<file path="src/rtl/clock_pkg.sv">
// Shared time-of-day widths/limits and alarm channel state for the alarm bank.
// Also provides the minute-add helper used for snooze targets.
package clock_pkg;

  localparam int         TIME_W  = 6;
  localparam logic [5:0] MAX_HR  = 6'd23;
  localparam logic [5:0] MAX_MIN = 6'd59;
  localparam logic [5:0] MAX_SEC = 6'd59;

  typedef enum logic [1:0] {
    CH_DISARMED,
    CH_ARMED,
    CH_RINGING,
    CH_SNOOZED
  } ch_state_e;

  typedef struct packed {
    logic [TIME_W-1:0] hr;
    logic [TIME_W-1:0] mn;
  } hm_t;

  // Adds up to 59 minutes to an hh:mm, carrying into hours and wrapping past midnight.
  function automatic hm_t add_minutes(input logic [TIME_W-1:0] hr,
                                      input logic [TIME_W-1:0] mn,
                                      input logic [TIME_W-1:0] delta);
    hm_t        res;
    logic [6:0] m_sum;
    m_sum  = {1'b0, mn} + {1'b0, delta};
    res.hr = hr;
    if (m_sum > {1'b0, MAX_MIN}) begin
      m_sum  = m_sum - 7'd60;
      res.hr = (hr == MAX_HR) ? '0 : hr + 6'd1;
    end
    res.mn = m_sum[TIME_W-1:0];
    return res;
  endfunction

endpackage

</file>
<file path="src/rtl/alarm_channel.sv">
// One alarm channel: programmed time, ring timeout and snooze bookkeeping.
// Write strobe has priority over every time match or button event.
module alarm_channel
  import clock_pkg::*;
#(
  parameter int SNOOZE_MIN = 5,
  parameter int RING_SEC   = 60,
  parameter int MAX_SNOOZE = 3
) (
  input  logic              clk,
  input  logic              reset,
  input  logic              tick,
  input  logic [TIME_W-1:0] cur_hr,
  input  logic [TIME_W-1:0] cur_min,
  input  logic [TIME_W-1:0] cur_sec,
  input  logic              wr_sel,
  input  logic [TIME_W-1:0] wr_hr,
  input  logic [TIME_W-1:0] wr_min,
  input  logic              wr_arm,
  input  logic              wr_repeat,
  input  logic              snooze_btn,
  input  logic              stop_btn,
  output logic              ringing,
  output logic              armed
);

  localparam logic [TIME_W-1:0] SNOOZE_DELTA = TIME_W'(SNOOZE_MIN);
  localparam logic [7:0]        RING_LAST    = 8'(RING_SEC - 1);
  localparam logic [7:0]        SNOOZE_LIM   = 8'(MAX_SNOOZE);

  ch_state_e         state_q, state_d;
  logic [TIME_W-1:0] hr_q, hr_d, min_q, min_d;
  logic [TIME_W-1:0] tgt_hr_q, tgt_hr_d, tgt_min_q, tgt_min_d;
  logic              rep_q, rep_d;
  logic [7:0]        ring_cnt_q, ring_cnt_d;
  logic [7:0]        snz_cnt_q, snz_cnt_d;

  logic go_stop;
  hm_t  snz_tgt;

  always_comb begin
    state_d    = state_q;
    hr_d       = hr_q;
    min_d      = min_q;
    rep_d      = rep_q;
    tgt_hr_d   = tgt_hr_q;
    tgt_min_d  = tgt_min_q;
    ring_cnt_d = ring_cnt_q;
    snz_cnt_d  = snz_cnt_q;
    go_stop    = 1'b0;
    snz_tgt    = add_minutes(cur_hr, cur_min, SNOOZE_DELTA);

    if (wr_sel) begin
      hr_d       = wr_hr;
      min_d      = wr_min;
      rep_d      = wr_repeat;
      state_d    = wr_arm ? CH_ARMED : CH_DISARMED;
      ring_cnt_d = '0;
      snz_cnt_d  = '0;
    end else begin
      case (state_q)
        CH_ARMED: begin
          if (tick && cur_sec == '0 && cur_hr == hr_q && cur_min == min_q) begin
            state_d    = CH_RINGING;
            ring_cnt_d = '0;
          end
        end
        CH_RINGING: begin
          // Stop beats snooze; an exhausted snooze budget degrades to stop.
          if (stop_btn || (snooze_btn && snz_cnt_q >= SNOOZE_LIM)) begin
            go_stop = 1'b1;
          end else if (snooze_btn) begin
            state_d   = CH_SNOOZED;
            snz_cnt_d = snz_cnt_q + 8'd1;
            tgt_hr_d  = snz_tgt.hr;
            tgt_min_d = snz_tgt.mn;
          end else if (tick) begin
            if (ring_cnt_q == RING_LAST) go_stop = 1'b1;
            else                         ring_cnt_d = ring_cnt_q + 8'd1;
          end
        end
        CH_SNOOZED: begin
          if (stop_btn) begin
            go_stop = 1'b1;
          end else if (tick && cur_sec == '0 && cur_hr == tgt_hr_q && cur_min == tgt_min_q) begin
            state_d    = CH_RINGING;
            ring_cnt_d = '0;
          end
        end
        default: ;
      endcase
    end

    if (go_stop) begin
      state_d   = rep_q ? CH_ARMED : CH_DISARMED;
      snz_cnt_d = '0;
    end
  end

  always_ff @(posedge clk) begin
    if (reset) begin
      state_q    <= CH_DISARMED;
      hr_q       <= '0;
      min_q      <= '0;
      rep_q      <= 1'b0;
      tgt_hr_q   <= '0;
      tgt_min_q  <= '0;
      ring_cnt_q <= '0;
      snz_cnt_q  <= '0;
    end else begin
      state_q    <= state_d;
      hr_q       <= hr_d;
      min_q      <= min_d;
      rep_q      <= rep_d;
      tgt_hr_q   <= tgt_hr_d;
      tgt_min_q  <= tgt_min_d;
      ring_cnt_q <= ring_cnt_d;
      snz_cnt_q  <= snz_cnt_d;
    end
  end

  assign ringing = (state_q == CH_RINGING);
  assign armed   = (state_q != CH_DISARMED);

endmodule

</file>
<file path="src/rtl/alarm_bank.sv">
// Bank of independent alarm channels with validated write decode,
// buzzer OR-reduction and lowest-index ringing priority encoder.
module alarm_bank
  import clock_pkg::*;
#(
  parameter int N_ALARMS   = 4,
  parameter int SNOOZE_MIN = 5,
  parameter int RING_SEC   = 60,
  parameter int MAX_SNOOZE = 3,
  localparam int IDX_W     = (N_ALARMS > 1) ? $clog2(N_ALARMS) : 1
) (
  input  logic                clk,
  input  logic                reset,
  input  logic                tick,
  input  logic [TIME_W-1:0]   cur_hr,
  input  logic [TIME_W-1:0]   cur_min,
  input  logic [TIME_W-1:0]   cur_sec,
  input  logic                wr_en,
  input  logic [IDX_W-1:0]    wr_idx,
  input  logic [TIME_W-1:0]   wr_hr,
  input  logic [TIME_W-1:0]   wr_min,
  input  logic                wr_arm,
  input  logic                wr_repeat,
  input  logic                snooze_btn,
  input  logic                stop_btn,
  output logic [N_ALARMS-1:0] ringing,
  output logic                buzzer,
  output logic [N_ALARMS-1:0] armed,
  output logic [IDX_W-1:0]    active_idx
);

  logic                wr_ok;
  logic [N_ALARMS-1:0] ring_raw, armed_raw;

  assign wr_ok = wr_en && (wr_hr <= MAX_HR) && (wr_min <= MAX_MIN)
                 && (int'(wr_idx) < N_ALARMS);

  for (genvar i = 0; i < N_ALARMS; i++) begin : g_ch
    alarm_channel #(
      .SNOOZE_MIN (SNOOZE_MIN),
      .RING_SEC   (RING_SEC),
      .MAX_SNOOZE (MAX_SNOOZE)
    ) u_ch (
      .clk        (clk),
      .reset      (reset),
      .tick       (tick),
      .cur_hr     (cur_hr),
      .cur_min    (cur_min),
      .cur_sec    (cur_sec),
      .wr_sel     (wr_ok && (wr_idx == IDX_W'(i))),
      .wr_hr      (wr_hr),
      .wr_min     (wr_min),
      .wr_arm     (wr_arm),
      .wr_repeat  (wr_repeat),
      .snooze_btn (snooze_btn),
      .stop_btn   (stop_btn),
      .ringing    (ring_raw[i]),
      .armed      (armed_raw[i])
    );
  end

  // Outputs are masked by reset so a ring goes silent in the reset cycle itself.
  assign ringing = ring_raw  & {N_ALARMS{~reset}};
  assign armed   = armed_raw & {N_ALARMS{~reset}};
  assign buzzer  = |ringing;

  always_comb begin
    active_idx = '0;
    for (int i = N_ALARMS - 1; i >= 0; i--) begin
      if (ringing[i]) active_idx = IDX_W'(i);
    end
  end

endmodule
</file>
<file path="config.mk">
export PLATFORM = sky130hd
export DESIGN_NAME = alarm_bank
export DESIGN_NICKNAME = d
export VERILOG_FILES = /design/src/rtl/clock_pkg.sv /design/src/rtl/alarm_channel.sv /design/src/rtl/alarm_bank.sv
export SDC_FILE = /design/constraint.sdc
export NUM_CORES = 1
export LEC_CHECK = 0
export BUFFER_PORTS_ARGS = -buffer_cell sky130_fd_sc_hd__buf_2
export CAP_MARGIN = 15
export CORE_ASPECT_RATIO = 0.7
export CORE_UTILIZATION = 55
export CTS_CLUSTER_DIAMETER = 200
export DETAILED_ROUTE_END_ITERATION = 12
export GPL_TIMING_DRIVEN = 0
export PLACE_DENSITY_LB_ADDON = 0.3
export SLEW_MARGIN = 40
export SYNTH_ARGS = -nofsm -noshare
export SYNTH_HDL_FRONTEND = slang
export SYNTH_SLANG_ARGS = --single-unit
</file>
<file path="constraint.sdc">
create_clock -name clk -period 3.3 [get_ports clk]
set_input_delay 0.825 -clock clk [delete_from_list [all_inputs] [get_ports clk]]
set_output_delay 0.825 -clock clk [all_outputs]
set_load 0.1 [all_outputs]
</file>
==> report_table.html <==
<table>
<tr><th>Metric</th><th>Value</th></tr>
<tr><th colspan="2">Worst setup path</th></tr>
<tr><td>Depth of the worst register-to-register path</td><td>8</td></tr>
<tr><td>Cells along the critical path</td><td>clkbuf_2, clkbuf_4, clkbuf_2, clkbuf_4, nor2_2, buf_4</td></tr>
<tr><td>Arrival time at the worst endpoint</td><td>2.41 ns</td></tr>
<tr><td>Delay of the slowest critical-path stage</td><td>0.34 ns</td></tr>
<tr><td>Worst r2r src</td><td>g_ch[0].u_ch.snz_cnt_q[0]</td></tr>
<tr><td>Endpoint of the worst-slack reg-to-reg timing path</td><td>g_ch[0].u_ch.tgt_hr_q[5]</td></tr>
<tr><td>Crit path required time</td><td>2.47 ns</td></tr>
<tr><td>Worst setup path category</td><td>input port to output pin</td></tr>
<tr><td>Crit-path slowest cell</td><td>sky130_fd_sc_hd__clkbuf_4</td></tr>
<tr><td>CP endpoint kind</td><td>output pin</td></tr>
<tr><td>Top fanout value on the critical path</td><td>10</td></tr>
<tr><td>Critical path launch point type</td><td>input port</td></tr>
<tr><td>Worst-case register-to-register setup slack</td><td>0.68 ns</td></tr>
<tr><th colspan="2">Global routing</th></tr>
<tr><td>GRT Residual Overflow</td><td>0</td></tr>
<tr><td>Antenna violations before repair</td><td>0</td></tr>
<tr><td>Largest net degree at the start of global routing</td><td>17</td></tr>
<tr><td>Number of global-route vias before repair</td><td>7053</td></tr>
<tr><td>Wire length of the first global-routing pass</td><td>38400 um</td></tr>
<tr><td>Overall fraction of global-route tracks in use</td><td>0.318</td></tr>
<tr><th colspan="2">Finish</th></tr>
<tr><td>Fin util</td><td>0.655</td></tr>
<tr><td>Share of final-layout standard cells stronger than drive strength 1</td><td>0.142</td></tr>
<tr><td>Antenna Diode Count</td><td>0</td></tr>
<tr><td>Layout-stage area growth over the synthesis result</td><td>14.2%</td></tr>
<tr><td>Post-layout nets</td><td>1104</td></tr>
<tr><td>Number of fill cells</td><td>1263</td></tr>
<tr><td>Total non-filler cell area in the finished layout</td><td>0.00983 mm2</td></tr>
<tr><th colspan="2">Logic synthesis</th></tr>
<tr><td>Number of synthesized flops with an enable pin</td><td>0</td></tr>
<tr><td>Synth Area in Simple Gates</td><td>0.237</td></tr>
<tr><td>Multiplexer area fraction after synthesis</td><td>0.0407</td></tr>
<tr><td>Number of synthesis warnings</td><td>0</td></tr>
<tr><td>Synth cell types</td><td>69</td></tr>
<tr><td>Ys async rst share</td><td>0</td></tr>
<tr><td>Count of state elements after synthesis</td><td>172</td></tr>
<tr><td>Fraction of the mapped netlist area in compound gates</td><td>0.153</td></tr>
<tr><td>Most used flip-flop cell after synthesis</td><td>sky130_fd_sc_hd__dfxtp_1</td></tr>
<tr><td>Post-synthesis share of cell area spent on full adders, half adders and majority gates</td><td>0.0189</td></tr>
<tr><td>Combinational family with the most area after synthesis</td><td>simple AND/OR/NAND/NOR gates</td></tr>
<tr><td>Proportion of netlist area held by the largest area contributor</td><td>0.400</td></tr>
<tr><td>Syn_area_per_cell</td><td>8.68 um2</td></tr>
<tr><td>Top cells by area in the synthesized netlist</td><td>sky130_fd_sc_hd__dfxtp_1 (40%), sky130_fd_sc_hd__xnor2_1 (9.1%), sky130_fd_sc_hd__nor2_1 (5.3%)</td></tr>
<tr><td>Cell count after synthesis</td><td>991</td></tr>
<tr><td>Post-Synth XOR/XNOR Area</td><td>0.112</td></tr>
<tr><td>Cell with the most instances after synthesis</td><td>sky130_fd_sc_hd__dfxtp_1</td></tr>
<tr><td>Most numerous cell types in the synthesized netlist</td><td>sky130_fd_sc_hd__dfxtp_1 (172), sky130_fd_sc_hd__nor2_1 (121), sky130_fd_sc_hd__xnor2_1 (89), sky130_fd_sc_hd__nand2_1 (73), sky130_fd_sc_hd__a21oi_1 (57)</td></tr>
<tr><td>Biggest area consumer among synthesized cells</td><td>sky130_fd_sc_hd__dfxtp_1</td></tr>
<tr><td>Post-Synthesis Net Count</td><td>1044</td></tr>
<tr><td>Cell area after synthesis</td><td>0.00861 mm2</td></tr>
<tr><td>Part of the Yosys area used for sequential elements</td><td>0.400</td></tr>
<tr><th colspan="2">Pwr</th></tr>
<tr><td>P_leak</td><td>3.45 nW</td></tr>
<tr><td>Net load switching power</td><td>1.27 mW</td></tr>
<tr><td>P per Cell Area</td><td>493 mW/mm2</td></tr>
<tr><td>Fraction of power consumed by combinational cells</td><td>0.130</td></tr>
<tr><td>Internal power</td><td>3.57 mW</td></tr>
<tr><td>Peak VDD IR</td><td>0.280 mV</td></tr>
<tr><td>Switch share</td><td>0.263</td></tr>
<tr><td>Relative contribution of the clock network to total power</td><td>0.428</td></tr>
<tr><td>Proportion of power drawn by flip-flops and latches</td><td>0.442</td></tr>
<tr><td>Total design power</td><td>4.85 mW</td></tr>
<tr><th colspan="2">Die</th></tr>
<tr><td>Row Count</td><td>37</td></tr>
<tr><td>Top-Level Pins</td><td>51</td></tr>
<tr><td>Full die area</td><td>0.0162 mm2</td></tr>
<tr><td>Die Span Y</td><td>107 um</td></tr>
<tr><td>Effective utilization at floorplan</td><td>0.574</td></tr>
<tr><td>Width of the die</td><td>152 um</td></tr>
<tr><td>Std-Cell Core Area</td><td>0.0150 mm2</td></tr>
<tr><th colspan="2">Worst hold path</th></tr>
<tr><td>Worst hold endpoint</td><td>g_ch[2].u_ch.snz_cnt_q[7]</td></tr>
<tr><td>Count of cells along the worst hold path</td><td>1</td></tr>
<tr><td>Worst min path class</td><td>flop to flop</td></tr>
<tr><td>Worst hold path startpoint</td><td>g_ch[2].u_ch.snz_cnt_q[7]</td></tr>
<tr><th colspan="2">Timing</th></tr>
<tr><td>Final Hold Vio Count</td><td>0</td></tr>
<tr><td>Max Fclk</td><td>0.309 GHz</td></tr>
<tr><td>Post-route clock period utilization</td><td>0.980</td></tr>
<tr><td>Final min period</td><td>3.23 ns</td></tr>
<tr><td>Slew at the pin closest to its max-slew limit</td><td>0.828 ns</td></tr>
<tr><td>Finish-stage setup viols</td><td>0</td></tr>
<tr><td>Max Slew Vio Count</td><td>0</td></tr>
<tr><td>Worst Clk Skew</td><td>0.00891 ns</td></tr>
<tr><td>Slew headroom</td><td>0.444</td></tr>
<tr><th colspan="2">Drt</th></tr>
<tr><td>Mean number of vias per cell</td><td>6.19</td></tr>
<tr><td>Via count</td><td>7777</td></tr>
<tr><td>Router iterations before antenna repair</td><td>7</td></tr>
<tr><td>Post-DR wirelength/cell</td><td>19.7 um</td></tr>
<tr><td>Initial detailed-routing violation count</td><td>791</td></tr>
<tr><td>Antenna-violating nets left</td><td>0</td></tr>
<tr><td>Wirelength, routed</td><td>24700 um</td></tr>
<tr><td>DRC errors left</td><td>0</td></tr>
<tr><th colspan="2">Placed design</th></tr>
<tr><td>Routability cong.</td><td>0.892</td></tr>
<tr><td>Total of buffers placed on input and output ports</td><td>43</td></tr>
<tr><td>Placed wire-length estimate after detailed placement</td><td>17800 um</td></tr>
<tr><td>Total placed instance area</td><td>0.00914 mm2</td></tr>
<tr><th colspan="2">Run status</th></tr>
<tr><td>Result of the run</td><td>finished clean</td></tr>
<tr><th colspan="2">Clocking</th></tr>
<tr><td>TritonCTS Sinks</td><td>172</td></tr>
<tr><td>Clock network latency to the later pin of the worst-skew pair</td><td>0.43 ns</td></tr>
<tr><td>Clock input transition at the sequential cells of the worst setup and hold paths</td><td>0.06 ns</td></tr>
<tr><td>Number of buffers created by CTS</td><td>17</td></tr>
<tr><td>Root buffer cell</td><td>sky130_fd_sc_hd__clkbuf_16</td></tr>
<tr><td>Clock tree from TritonCTS</td><td>yes</td></tr>
<tr><td>Number of buffers between clock root and the deepest sink</td><td>2</td></tr>
<tr><td>Maximum level of the CTS H-tree</td><td>4</td></tr>
<tr><td>Hold bufs inserted after CTS</td><td>0</td></tr>
<tr><th colspan="2">Job</th></tr>
<tr><td>Number of maximum-capacitance violations</td><td>0</td></tr>
</table>
## through the flow
step                      setup TNS, ns  setup slack, ns  std cells  hold WS, ns
after global placement           -26.80            -1.06       1229        0.438
final                                 0           0.0672       1257        0.451
after detailed placement         -26.13           -0.975       1229        0.439
after global routing            -0.0119         -0.00950       1257        0.481
after CTS                             0           0.0108       1258        0.455
after floorplan                  -0.648           -0.139        991        0.421
## critical path: cells and delay by family
kind / cells / cell delay, ns
buffers and inverters: 5 / 1.48
AND/OR/NAND/NOR: 1 / 0.08
## flip-flops by register name, indices dropped and copies added (netlist names)
signal / count
g_ch.u_ch.tgt_hr_q: 24
g_ch.u_ch.rep_q: 4
g_ch.u_ch.ring_cnt_q: 32
g_ch.u_ch.min_q: 24
g_ch.u_ch.hr_q: 24
g_ch.u_ch.state_q: 8
g_ch.u_ch.snz_cnt_q: 32
g_ch.u_ch.tgt_min_q: 24
## cell type report
type	count	area (um2)	area share
multi-input cells	742	4970	0.506
flip-flops and latches	172	3440	0.350
clock buffers	24	492	0.0500
plain buffers	59	278	0.0283
well taps	195	244	0.0248
repair buffers	44	230	0.0234
clock inverters	6	110	0.0112
inverters	15	56.3	0.00573
## power by group through the flow
| stage | Sequential [mW] | Clock [mW] | Combinational [mW] |
|---|---|---|---|
| global placement | 2.18 | 0 | 0.589 |
| CTS | 2.14 | 2.08 | 0.615 |
| finish | 2.14 | 2.07 | 0.631 |
| floorplan | 2.18 | 0 | 0.421 |
| detailed placement | 2.18 | 0 | 0.595 |
| global route | 2.14 | 2.18 | 0.669 |
## layout by cell type (no fill, tap or decap), types with 8 or more instances in the layout
master                      count
sky130_fd_sc_hd__nor4_1        11
sky130_fd_sc_hd__inv_1         15
sky130_fd_sc_hd__o21ai_0       19
sky130_fd_sc_hd__nor3_1        11
sky130_fd_sc_hd__or4_1         13
sky130_fd_sc_hd__nand2_1       73
sky130_fd_sc_hd__ha_1          12
sky130_fd_sc_hd__xnor2_1       87
sky130_fd_sc_hd__dfxtp_1      172
sky130_fd_sc_hd__xor2_1        21
sky130_fd_sc_hd__nand2b_1       8
sky130_fd_sc_hd__buf_2         55
sky130_fd_sc_hd__a211oi_1      41
sky130_fd_sc_hd__mux2i_1       32
sky130_fd_sc_hd__a21oi_1       56
sky130_fd_sc_hd__nand4_1       28
sky130_fd_sc_hd__buf_4          9
sky130_fd_sc_hd__and3_1        26
sky130_fd_sc_hd__clkbuf_1      36
sky130_fd_sc_hd__clkbuf_16     17
sky130_fd_sc_hd__nand3_1       34
sky130_fd_sc_hd__and2_1        10
sky130_fd_sc_hd__o41ai_1       10
sky130_fd_sc_hd__o31ai_1       10
sky130_fd_sc_hd__or3b_2         8
sky130_fd_sc_hd__nor2_1       113
## worst max path at each step
stage / start / to / slack, ns / cells after the start
after detailed placement: reset / armed[0] / -0.97 / 6
after global routing: cur_min[2] / g_ch[2].u_ch.tgt_hr_q[5] / -0.01 / 11
after floorplan: reset / active_idx[1] / -0.14 / 4
final: reset / armed[0] / 0.07 / 6
after global placement: reset / armed[0] / -1.06 / 6
after CTS: cur_min[0] / g_ch[1].u_ch.tgt_hr_q[5] / 0.01 / 12
## kinds of logic after synthesis
group,count (synthesis)
AO/OA/AOI/OAI,194
XOR/XNOR,110
adder cells (fa/ha/maj),13
buffers and inverters,77
flip-flops,172
multiplexers,35
AND/OR/NAND/NOR,390
## routing by layer
layer  GRT usage  vias to the layer above  share of wire
met5           0                        -              0
met4       0.106                        0          0.019
met3      0.0974                       40           0.11
met2       0.432                      393           0.41
met1       0.469                     3679           0.46
li1            -                     3665              -
## repair_timing
action,CTS,global route
endpoints found under the setup margin,34,44
pin swaps,0,1
resized for setup,19,12
buffers inserted,0,1
Power figures use the tool's default switching activity.
